**src/rtl/sample_uart_pkg.sv**
```systemverilog
// Shared definitions for the sample UART transmitter: FSM state encoding,
// frame length constants and the parity helper. Optional macro: SAMPLE_UART_PARITY_EN.
package sample_uart_pkg;

    typedef enum logic [2:0] {
        ST_IDLE   = 3'd0,
        ST_START  = 3'd1,
        ST_DATA   = 3'd2,
        ST_PARITY = 3'd3,
        ST_STOP   = 3'd4
    } state_t;

    localparam int DATA_BITS = 8;

`ifdef SAMPLE_UART_PARITY_EN
    localparam int FRAME_BITS = 11;
`else
    localparam int FRAME_BITS = 10;
`endif

    function automatic logic even_parity(input logic [7:0] b);
        return ^b;
    endfunction

endpackage

```
**src/rtl/sample_uart_baud.sv**
```systemverilog
// Baud tick generator: counts CLKS_PER_BIT cycles per UART bit.
// Ports: i_clk, i_rst_n (sync, active-low), i_restart (hold count at 0), o_tick (last cycle of bit).
module baud_tick_gen
    import sample_uart_pkg::*;
#(
    parameter int CLKS_PER_BIT = 868
) (
    input  logic i_clk,
    input  logic i_rst_n,
    input  logic i_restart,
    output logic o_tick
);

    localparam int CNT_W = $clog2(CLKS_PER_BIT);
    localparam logic [CNT_W-1:0] LAST = CNT_W'(CLKS_PER_BIT - 1);

    logic [CNT_W-1:0] cnt;

    always_ff @(posedge i_clk) begin
        if (!i_rst_n || i_restart) begin
            cnt <= '0;
        end else if (cnt == LAST) begin
            cnt <= '0;
        end else begin
            cnt <= cnt + 1'b1;
        end
    end

    assign o_tick = (cnt == LAST);

endmodule

```
**src/rtl/sample_uart_tx.sv**
```systemverilog
// Sends one SAMPLE_BITS-wide sample per valid/ready handshake as 8N1 UART frames,
// LSB byte first. Ports: i_clk, i_rst_n (sync, active-low), i_sample, i_valid,
// o_ready, o_tx (idle high), o_busy. Optional macro SAMPLE_UART_PARITY_EN adds even parity.
module sample_uart_tx
    import sample_uart_pkg::*;
#(
    parameter int SAMPLE_BITS  = 16,
    parameter int CLKS_PER_BIT = 868
) (
    input  logic                   i_clk,
    input  logic                   i_rst_n,
    input  logic [SAMPLE_BITS-1:0] i_sample,
    input  logic                   i_valid,
    output logic                   o_ready,
    output logic                   o_tx,
    output logic                   o_busy
);

    localparam int BYTES = SAMPLE_BITS / 8;
    localparam int BI_W  = (BYTES > 1) ? $clog2(BYTES) : 1;
    localparam logic [BI_W-1:0] LAST_BYTE = BI_W'(BYTES - 1);
    localparam logic [2:0]      LAST_BIT  = 3'(DATA_BITS - 1);

    state_t                 state;
    logic [SAMPLE_BITS-1:0] sample_q;
    logic [2:0]             bit_idx;
    logic [BI_W-1:0]        byte_idx;
    logic                   tick;
    logic [7:0]             cur_byte;

    // The byte on the wire is always the low byte; later bytes shift down.
    assign cur_byte = sample_q[7:0];

    // Counter is held at 0 while idle so START begins a full bit period.
    baud_tick_gen #(
        .CLKS_PER_BIT(CLKS_PER_BIT)
    ) u_baud (
        .i_clk    (i_clk),
        .i_rst_n  (i_rst_n),
        .i_restart(state == ST_IDLE),
        .o_tick   (tick)
    );

    always_ff @(posedge i_clk) begin
        if (!i_rst_n) begin
            state    <= ST_IDLE;
            o_tx     <= 1'b1;
            o_ready  <= 1'b1;
            o_busy   <= 1'b0;
            sample_q <= '0;
            bit_idx  <= '0;
            byte_idx <= '0;
        end else begin
            unique case (state)
                ST_IDLE: begin
                    if (i_valid && o_ready) begin
                        sample_q <= i_sample;
                        o_ready  <= 1'b0;
                        o_busy   <= 1'b1;
                        o_tx     <= 1'b0;
                        bit_idx  <= '0;
                        byte_idx <= '0;
                        state    <= ST_START;
                    end
                end
                ST_START: begin
                    if (tick) begin
                        o_tx  <= cur_byte[0];
                        state <= ST_DATA;
                    end
                end
                ST_DATA: begin
                    if (tick) begin
                        if (bit_idx == LAST_BIT) begin
                            bit_idx <= '0;
`ifdef SAMPLE_UART_PARITY_EN
                            o_tx  <= even_parity(cur_byte);
                            state <= ST_PARITY;
`else
                            o_tx  <= 1'b1;
                            state <= ST_STOP;
`endif
                        end else begin
                            bit_idx <= bit_idx + 3'd1;
                            o_tx    <= cur_byte[bit_idx + 3'd1];
                        end
                    end
                end
                ST_PARITY: begin
                    if (tick) begin
                        o_tx  <= 1'b1;
                        state <= ST_STOP;
                    end
                end
                ST_STOP: begin
                    if (tick) begin
                        if (byte_idx == LAST_BYTE) begin
                            byte_idx <= '0;
                            o_ready  <= 1'b1;
                            o_busy   <= 1'b0;
                            o_tx     <= 1'b1;
                            state    <= ST_IDLE;
                        end else begin
                            byte_idx <= byte_idx + BI_W'(1);
                            sample_q <= sample_q >> 8;
                            o_tx     <= 1'b0;
                            state    <= ST_START;
                        end
                    end
                end
                default: begin
                    state <= ST_IDLE;
                end
            endcase
        end
    end

endmodule
```
**config.mk**
```make
export PLATFORM = sky130hd
export DESIGN_NAME = sample_uart_tx
export DESIGN_NICKNAME = d
export VERILOG_FILES = /design/src/rtl/sample_uart_pkg.sv /design/src/rtl/sample_uart_baud.sv /design/src/rtl/sample_uart_tx.sv
export SDC_FILE = /design/constraint.sdc
export NUM_CORES = 1
export LEC_CHECK = 0
export CAP_MARGIN = 30
export CORE_ASPECT_RATIO = 0.8
export CORE_MARGIN = 2
export CORE_UTILIZATION = 49
export DETAILED_ROUTE_END_ITERATION = 10
export PLACE_DENSITY = 0.75
export RECOVER_POWER = 100
export SETUP_SLACK_MARGIN = 0.3
export SYNTH_ARGS = -nofsm -noshare
export SYNTH_HDL_FRONTEND = slang
export SYNTH_SLANG_ARGS = --single-unit
```
**constraint.sdc**
```tcl
create_clock -name i_clk -period 2 [get_ports i_clk]
set_clock_uncertainty 0.05 [all_clocks]
set_input_delay 0.3 -clock i_clk [delete_from_list [all_inputs] [get_ports i_clk]]
set_output_delay 0.3 -clock i_clk [all_outputs]
set_load 0.01 [all_outputs]
```
==> impl_results.md <==
- Power Density: ~680 nW/um^2
- Port buffer count: 21
- First-pass GRT wire length: about 7800 um
- Vias: around 1700
- Detailed Routing Iterations Pass 1: 4
- Worst-Margin Slew: 421 ps
- Max Fanout on Critical Path: 3
- Synthesized area per cell: between 9 and 10 sq um
- CTS tree: built
- Slew HR: 0.719
- Die Y: 56.4 um
- Worst-skew pair later-pin latency: 300 ps
- Antenna Nets Post-Route: 0
- Worst r2r path cells: 6
- Placed insts: 254
- Cell Area, Synth: between 1500 and 2000 sq um
- Switching power total: 440 uW
- IO Pins: 22
- Flop pwr share: 0.464
- Most used cell, CP: ha_4
- Status: complete, but fails checks
- Max Slew Vio Count: 0
- Hold Slack: ~440 ps
- Synth Warn #: 0
- Combinational fraction of design power: 0.160
- Fmax: 496 MHz
- Post-Place Setup Slack: -68.5 ps
- Initial Util: 0.502
- Max_cap viols: 0
- Core Rows: 19
- Final instance area: roughly 2500 sq um
- Area contributors post-synth: dfxtp_1 43%, o221a_2 5.3%, nand3_1 5.1%
- Core region area: 3350 sq um
- Dominant cell type by area after synthesis: dfxtp_1
- Layout Cells excl Fill: 276
- Critical path class: reg -> reg
- Final setup margin: -16.5 ps
- Initial antenna violation count: 0
- Fin nets: approximately 260
- CP Capture Type: flop
- Share of the yosys chip area belonging to registers: 0.428
- Antenna diode count: 0
- Syn Inst Count: 178
- DIE AREA: roughly 3900 sq um
- Clk Tree Root Cell: clkbuf_8
- Arr. time, crit path: between 2000 and 2500 ps
- Failing checks: negative setup slack
- CTS Buf Count: 5
- Leakage power: between 0.0008 and 0.0009 uW
- Seq cells post-synth: 36
- Setup violators final: 2
- Data required, critical path: roughly 2100 ps
- Post-synth EDFFs: 0
- Synth unique cells: 41
- Peak supply drop: approximately 0.0005 V
- Clock transition at path regs: about 70 ps
- Top FF cell, synth: dfxtp_1
- H-tree levels: 2
- Synth top area share: 0.428
- CTS Hold Bufs: 0
- RSZ-0062 raised after global routing: yes
- Minimum clock period: 2020 ps
- Pwr Total: 1710 uW
- P&R area growth vs syn: 50.5%
- CTS sink cnt: 36
- Tot GR Track Use: 0.262
- Die outline width: between 60 and 70 um
- Largest stage delay, worst path: 490 ps
- Slowest CP cell: mux4_2
- Drt total wl: roughly 5300 um
- Share of flip-flops with an asynchronous set or reset: 0
- Largest net degree at the start of global routing: 15
- Switch share: 0.257
- List of most frequent post-synthesis cells: 36 x dfxtp_1, 17 x nand3_1, 17 x nor2_1
- Vias in the first global route: 1654
- Avg WL per Cell: between 15 and 20 um
- RePlAce Congestion: roughly 0.84
- Share of cells above drive strength 1: 0.397
- DR iter-0 viols: approximately 130
- CTS max path bufs: 2
- Via/cell ratio: approximately 6.0
- Tcrit/Tclk final: 1.01
- Residual DRC: 0
- Min-Delay Path Class: reg -> reg
- Internal Power: approximately 1300 uW
- Total global routing overflow: 0
- CP Cell Sequence: ha_4, ha_4, mux4_2, mux2i_1, nand4b_1, a311o_1
- Placed cell areas: around 2100 sq um
- Worst Hold Depth: 2
- Hold violation count in the final report: 0
- Post-synthesis net count: 200
- Clock network power share: 0.376
- Post-DP HPWL: a little under 3000 um
- Count leader, synth: dfxtp_1
- Startpoint types: flop
==> cell families (layout without fill, tap and decap cells) <==
kind of cell    Yosys count  after routing  synth area share
buf+inv                  16             69            0.0520
flops                    36             36             0.428
mux                       6              6            0.0505
compound gates           49             50             0.215
xor+xnor                  8              8            0.0416
simple gates             60             62             0.190
fa+ha+maj                 3              3            0.0223
==> power groups by stage <==
stage / logic (uW) / registers [uW] / clock network, uW
floorplan: 127 / 792 / 0
global placement: 199 / 797 / 0
detailed placement: 207 / 800 / 0
CTS: 247 / 791 / 644
global route: 292 / 798 / 677
finish: 274 / 795 / 643
==> timing repair <==
action / CTS / global route
gates resized for setup: 39 / 32
buffers inserted: 5 / 6
endpoints found under the setup margin: 34 / 36
pin swaps: 19 / 17
gates cloned: 2 / 1
==> metrics by stage <==
stage | utilization | TNS (ps)
after floorplan | - | 0
after global placement | 0.626 | -144
after detailed placement | 0.626 | -490
after CTS | 0.733 | -19.0
after global routing | 0.756 | -261
final | 0.756 | -20.3
==> path summary, 6_finish.rpt <==
check                           startpoint          to  slack [ps]
worst max-delay path            bit_idx[1]        o_tx         -20
worst min-delay path            bit_idx[1]  bit_idx[1]         440
worst max register to register  bit_idx[1]        o_tx         -20
worst min register to register  bit_idx[1]  bit_idx[1]         440
==> flip-flops by register name, summed over array words and instances (netlist names) <==
register    flops
sample_q       16
u_baud.cnt     10
bit_idx         3
state           3
byte_idx        1
o_busy          1
o_ready         1
o_tx            1
==> layout by cell type (no fill, tap or decap), types with 2 or more instances in the layout <==
cell              n
a21oi_1           4
a21oi_2           9
a21oi_4           2
a22oi_1           8
buf_4            28
buf_6             3
clkbuf_1          3
clkbuf_8          5
clkdlybuf4s50_1  18
dfxtp_1          29
dfxtp_2           7
dlygate4sd3_1     3
ha_4              3
inv_1             5
mux2i_1           4
mux4_2            2
nand2_1           6
nand3_1          11
nand3_2           3
nand3_4           4
nand3b_1          2
nor2_1            9
nor2_2            7
nor3_1            2
nor3b_1           2
o21a_1           10
o21ai_0           6
o221a_4           7
or2_4             3
xnor2_1           6
xor2_1            2
==> final cells by class <==
cell class | instances | area (sq um)
Clock buffer | 6 | 72.6
Clock inverter | 2 | 35.0
Fill cell | 209 | 817
Inverter | 5 | 18.8
Multi-Input combinational cell | 129 | 1140
Sequential cell | 36 | 729
Tap cell | 42 | 52.6
Timing Repair Buffer | 56 | 482
==> worst max-delay path: cells and delay by family (launching register included) <==
family / cells / cell delay (ps)
multiplexers: 2 / 660
adder cells (fa/ha/maj): 2 / 440
flip-flops: 1 / 340
AO/OA/AOI/OAI: 1 / 280
AND/OR/NAND/NOR: 1 / 140
==> per-layer routing <==
layer / track usage / vias to the layer above / wire length, um
li1: - / 773 / -
met1: 0.305 / 826 / 2280
met2: 0.445 / 42 / 2650
met3: 0.0575 / 15 / 222
met4: 0.151 / 0 / 149
met5: 0 / - / 0
Power figures use the tool's default switching activity.
